$ cat config.mk
export PLATFORM = sky130hd
export DESIGN_NAME = sdram_arbiter
export DESIGN_NICKNAME = d
export VERILOG_FILES = /design/src/rtl/sdram_arb_pkg.sv /design/src/rtl/sdram_arb_pending_cnt.sv /design/src/rtl/sdram_arbiter.sv
export SDC_FILE = /design/constraint.sdc
export NUM_CORES = 1
export LEC_CHECK = 0
export CORE_AREA = 2 2 86 88
export CTS_CLUSTER_SIZE = 12
export DETAILED_ROUTE_END_ITERATION = 7
export DIE_AREA = 0 0 88 90
export GPL_TIMING_DRIVEN = 1
export PLACE_DENSITY = 0.84
export REMOVE_ABC_BUFFERS = 1
export SLEW_MARGIN = 0
export SYNTH_ARGS = -nofsm -noshare
export SYNTH_HDL_FRONTEND = slang
export SYNTH_SLANG_ARGS = --single-unit
export TNS_END_PERCENT = 10
$ cat constraint.sdc
create_clock -name clk -period 4.4 [get_ports clk]
set_clock_uncertainty 0.2 [all_clocks]
set_input_delay 0.88 -clock clk [delete_from_list [all_inputs] [get_ports clk]]
set_output_delay 0.88 -clock clk [all_outputs]
set_load 0.005 [all_outputs]
$ cat src/rtl/sdram_arb_pkg.sv
// Shared types for the two-requester SDRAM arbiter: FSM states, grant owner
// and master-port constants.
package sdram_arb_pkg;

  localparam int ADDR_W = 28;
  localparam int DATA_W = 32;

  localparam logic [ADDR_W-1:0] RESET_ADDR = 28'h8000000;

  typedef enum logic [1:0] {
    IDLE     = 2'd0,
    GRANT_WR = 2'd1,
    GRANT_RD = 2'd2
  } arb_state_e;

  typedef enum logic {
    WR = 1'b0,
    RD = 1'b1
  } owner_e;

endpackage

$ cat src/rtl/sdram_arb_pending_cnt.sv
// Outstanding-read counter: up on accepted read, down on returned data,
// saturating at both ends so stray returns or a full window never wrap it.
module sdram_arb_pending_cnt #(
  parameter int MAX_PENDING = 8
) (
  input  logic clk,
  input  logic reset,
  input  logic i_inc,
  input  logic i_dec,
  output logic o_full,
  output logic o_empty
);

  localparam int PW = $clog2(MAX_PENDING + 1);
  localparam logic [PW-1:0] LIM = PW'(MAX_PENDING);

  logic [PW-1:0] r_cnt;

  // Simultaneous issue and return cancel out.
  always_ff @(posedge clk) begin
    if (reset) begin
      r_cnt <= '0;
    end else if (i_inc && !i_dec && (r_cnt != LIM)) begin
      r_cnt <= r_cnt + 1'b1;
    end else if (i_dec && !i_inc && (r_cnt != '0)) begin
      r_cnt <= r_cnt - 1'b1;
    end
  end

  assign o_full  = (r_cnt == LIM);
  assign o_empty = (r_cnt == '0);

endmodule

$ cat src/rtl/sdram_arbiter.sv
// Two-requester SDRAM master-port arbiter: frame-flush writer vs texture
// reader, alternating bounded bursts with one idle bubble between grants.
module sdram_arbiter
  import sdram_arb_pkg::*;
#(
  parameter int BURST_MAX   = 16,
  parameter int MAX_PENDING = 8
) (
  input  logic              clk,
  input  logic              reset,
  input  logic              wr_write,
  input  logic [ADDR_W-1:0] wr_address,
  input  logic [DATA_W-1:0] wr_wdata,
  output logic              wr_waitrequest,
  input  logic              rd_read,
  input  logic [ADDR_W-1:0] rd_address,
  output logic              rd_waitrequest,
  output logic [DATA_W-1:0] rd_readdata,
  output logic              rd_readdatavalid,
  output logic              SD_write,
  output logic              SD_read,
  output logic [ADDR_W-1:0] SD_address,
  output logic [DATA_W-1:0] SD_wdata,
  input  logic              SD_waitrequest,
  input  logic [DATA_W-1:0] SD_readdata,
  input  logic              SD_readdatavalid,
  output logic              busy
);

  localparam int BW = $clog2(BURST_MAX) + 1;
  localparam logic [BW-1:0] BURST_LIM = BW'(BURST_MAX);

  arb_state_e    r_state;
  owner_e        r_last;
  logic [BW-1:0] r_beats;

  logic          w_gnt_wr;
  logic          w_gnt_rd;
  logic          w_full;
  logic          w_empty;
  logic          w_acc;
  logic          w_acc_rd;
  logic          w_cmd;
  logic          w_wr_ok;
  logic [BW-1:0] w_beats_nxt;

  // Gating by reset makes an abort visible in the same cycle it is asserted.
  assign w_gnt_wr = (r_state == GRANT_WR) && !reset;
  assign w_gnt_rd = (r_state == GRANT_RD) && !reset;

  assign SD_write   = w_gnt_wr && wr_write;
  assign SD_read    = w_gnt_rd && rd_read && !w_full;
  assign SD_address = w_gnt_wr ? wr_address : (w_gnt_rd ? rd_address : '0);
  assign SD_wdata   = w_gnt_wr ? wr_wdata : '0;

  assign wr_waitrequest = !w_gnt_wr || SD_waitrequest;
  assign rd_waitrequest = !w_gnt_rd || w_full || SD_waitrequest;

  assign rd_readdata      = SD_readdata;
  assign rd_readdatavalid = SD_readdatavalid;

  assign w_acc       = (SD_write || SD_read) && !SD_waitrequest;
  assign w_acc_rd    = SD_read && !SD_waitrequest;
  assign w_cmd       = (r_state == GRANT_WR) ? wr_write : rd_read;
  assign w_beats_nxt = r_beats + {{(BW-1){1'b0}}, w_acc};

  // Writes may not overtake reads still in flight.
  assign w_wr_ok = wr_write && w_empty;

  assign busy = (r_state != IDLE) || !w_empty;

  sdram_arb_pending_cnt #(
    .MAX_PENDING (MAX_PENDING)
  ) u_pending (
    .clk     (clk),
    .reset   (reset),
    .i_inc   (w_acc_rd),
    .i_dec   (SD_readdatavalid),
    .o_full  (w_full),
    .o_empty (w_empty)
  );

  always_ff @(posedge clk) begin
    if (reset) begin
      r_state <= IDLE;
      r_beats <= '0;
      r_last  <= RD;
    end else begin
      case (r_state)
        IDLE: begin
          r_beats <= '0;
          if (w_wr_ok && rd_read) begin
            r_state <= (r_last == RD) ? GRANT_WR : GRANT_RD;
          end else if (w_wr_ok) begin
            r_state <= GRANT_WR;
          end else if (rd_read) begin
            r_state <= GRANT_RD;
          end
        end
        GRANT_WR, GRANT_RD: begin
          if (!w_cmd || (w_beats_nxt == BURST_LIM)) begin
            r_state <= IDLE;
            r_beats <= '0;
            r_last  <= (r_state == GRANT_WR) ? WR : RD;
          end else begin
            r_beats <= w_beats_nxt;
          end
        end
        default: begin
          r_state <= IDLE;
          r_beats <= '0;
        end
      endcase
    end
  end

endmodule

==> flow_metrics.tcl <==
set metrics [dict create \
    outcome "complete, no violations" \
    grt_first_pass_wirelength_um 9270 \
    fmax_mhz 270 \
    critPathRequiredTime_ns 3.32 \
    area_delta_synth_final_pct 100 \
    pin_count_of_the_biggest_net_entering_global_routing 63 \
    final_common_cell "clkdlybuf4s50_1" \
    yosys_warnings 0 \
    synthSimpleGateAreaFrac 0.285 \
    post_synth_inst_count 191 \
    postRouteAntennaNets 0 \
    synth-compound-area-share 0.209 \
    totalPowerFinal_uw 864 \
    synth.mux.area_fraction 0.0443 \
    die_w_um 88 \
    fraction_of_power_spent_switching_nets 0.328 \
    worstPathBufferInverterCount 4 \
    dp_hpwl_um 5670 \
    finalCriticalPeriod_ns 3.70 \
    count_of_different_cell_masters_after_synthesis 35 \
    netlist_area_um2 1530 \
    antenna_diodes 0 \
    layout_common_cells "159 x clkdlybuf4s50_1, 32 x and2_1, 28 x a22o_1, 12 x dfxtp_1, 8 x nor2_1" \
    insertion_delay_ns 0.24 \
    timing.critical_path.from_type "primary input" \
    end_kind "primary output" \
    initial_utilization 0.217 \
    stdcell_area_um2 3060 \
    tritoncts_num_sinks 12 \
    post_drt_wl_per_cell_um 16.1 \
    grt_remaining_overflow 0 \
    timing.critical_path.fanout_max 62 \
    finalWeightedCongestion 0.780 \
    drc_errors 0 \
    coreArea_um2 7020 \
    post_cts.resized_instances 0 \
    tightestPinTransition_ns 0.371 \
    path_clk_slew_ns 0.05 \
    antenna_found_initial 0 \
    critical_path.top_delay_family "buffers and inverters" \
    setup_viol 0 \
    viasPerCell 4.39 \
    worst_hold_path_type "reg -> reg" \
    post_cts.repair.setup_buffers 0 \
    cts_root_buf "clkbuf_8" \
    max-vdd-ir-drop_uv 151 \
    timing_hold_violations_final 0 \
    post-route-period-util 0.841 \
    first_global_vias 1830 \
    timing_worst_setup_path_type "in -> out" \
    tritoncts "built" \
    critical_path_max_stage_delay_ns 0.53 \
    synthAdderAreaFrac 0.0705 \
    fp-row-count 31 \
    slew-limit-headroom 0.749 \
    p_per_area_nw_per_um2 283 \
    vias 1812 \
    power.static_leakage_uw 0.00121 \
    p_sw_uw 283 \
    cts_buffer_depth 2 \
    internal_power_uw 580 \
    floorplan.die.height_um 90 \
    global_route.usage.total 0.151 \
    ys_seq_area_frac 0.157 \
    cts_max_level 1 \
    cpMaxStageDelayCell "clkdlybuf4s50_1" \
    post_route_cells_drive_above_1_share 0.0541 \
    yosys_register_bits 12 \
    synth-xor-area-share 0.0344 \
    clock_power_share 0.136 \
    holdBufCountCts 0 \
    port_buffers 159 \
    maxSlewViolCount 0 \
    synth_top_family_by_area "simple AND/OR/NAND/NOR gates" \
    drt-pass1-iter-count 4 \
    final_nets 449 \
    placement.cell_area_um2 3000 \
    rsz0062_at_grt "false" \
    design.die.area_um2 7920 \
    drv_cap 0 \
    syn_area_cell_um2 7.99 \
    cts_made_buffers 3 \
    worst_ep_arrival_time_ns 2.62 \
    power_frac_seq 0.180 \
    io_pins 224 \
    critical_path.cell_chain "clkdlybuf4s50_1 -> buf_4 -> nor2b_4 -> buf_12 -> a22o_1 -> clkdlybuf4s50_1" \
    critical_path.most_common_cell "clkdlybuf4s50_1" \
    share_comb_of_total_power 0.684 \
    drt-initial-drc-count 22 \
    routed_wirelength_um 6630 \
]
==> stage by stage <==
step                      setup WS, ns  TNS [ns]  hold WS, ns  utilization  cells
after floorplan                 -0.459     -2.00        0.284            -    148
final                            0.698         0        0.319        0.435    413
after CTS                        0.661         0        0.329        0.435    413
after global placement           0.606         0        0.315        0.428    409
after global routing             0.580         0        0.370        0.435    413
after detailed placement         0.502         0        0.322        0.428    409
==> registers in the layout (all words and copies together), names as in the netlist <==
| signal | count |
|---|---|
| r_beats | 5 |
| r_last | 1 |
| r_state | 2 |
| u_pending.r_cnt | 4 |
==> Yosys cell counts <==
master	instances	area (um^2)
or4b_1	2	20.0
mux2i_1	3	30.0
ha_1	7	87.6
a31oi_1	1	6.26
nand3_1	3	15.0
a22o_1	28	245
o311a_1	1	10.0
nor3b_1	1	7.51
a21oi_1	5	25.0
nor3_1	1	5.00
fa_1	1	20.0
dfxtp_1	12	240
xor2_1	4	35.0
clkbuf_1	10	37.5
and2_1	32	200
nor4bb_1	1	10.0
mux2_4	1	15.0
inv_1	5	18.8
xnor2_1	2	17.5
nand2_1	5	18.8
nor2_1	9	33.8
buf_4	33	248
or4_1	1	7.51
mux2_2	2	22.5
a21o_1	1	7.51
and3_1	2	12.5
and3b_1	1	8.76
nand2b_1	4	25.0
nor2b_1	5	31.3
or2b_1	1	7.51
or3_2	1	7.51
a21bo_2	1	10.0
or2_2	2	12.5
o31ai_1	2	15.0
nor4_2	1	12.5
==> worst register-to-register path: cells and delay by family, from the launching register on <==
family,cells,cell delay (ns)
and+or+nand+nor,5,1.66
adders and majority gates,2,0.48
DFF,1,0.37
AOI/OAI and AO/OA,3,0.52
==> cell families after synthesis <==
group / count (synthesis)
fa+ha+maj: 8
compound gates: 39
mux: 6
simple gates: 72
xor+xnor: 6
buf+inv: 48
flops: 12
==> power groups by stage <==
stage	logic, uW	clock network (uW)	registers [uW]
floorplan	275	0	151
global placement	580	0	156
detailed placement	594	0	158
CTS	596	122	155
global route	643	125	159
finish	591	117	155
==> final cells by class <==
type / count / area, um^2
repair buffers: 162 / 1630
well taps: 99 / 124
clock buffers: 4 / 55.1
inverters: 5 / 18.8
fillers: 667 / 3960
flip-flops and latches: 12 / 240
multi-input cells: 131 / 992
==> worst paths after layout <==
path,startpoint,to,slack [ns],depth (start not counted)
setup / recovery,reset,SD_address[5],0.70,6
hold / removal,r_last,r_last,0.32,2
setup reg to reg,u_pending.r_cnt[0],r_state[1],1.08,10
hold reg to reg,r_last,r_last,0.32,2
==> layer usage <==
layer	global-route usage	routed length, um
met2	0.258	3100
met4	0.0231	59
met3	0.103	972
met1	0.152	2500
met5	0.00699	0
(Power assumes the default switching activity.)
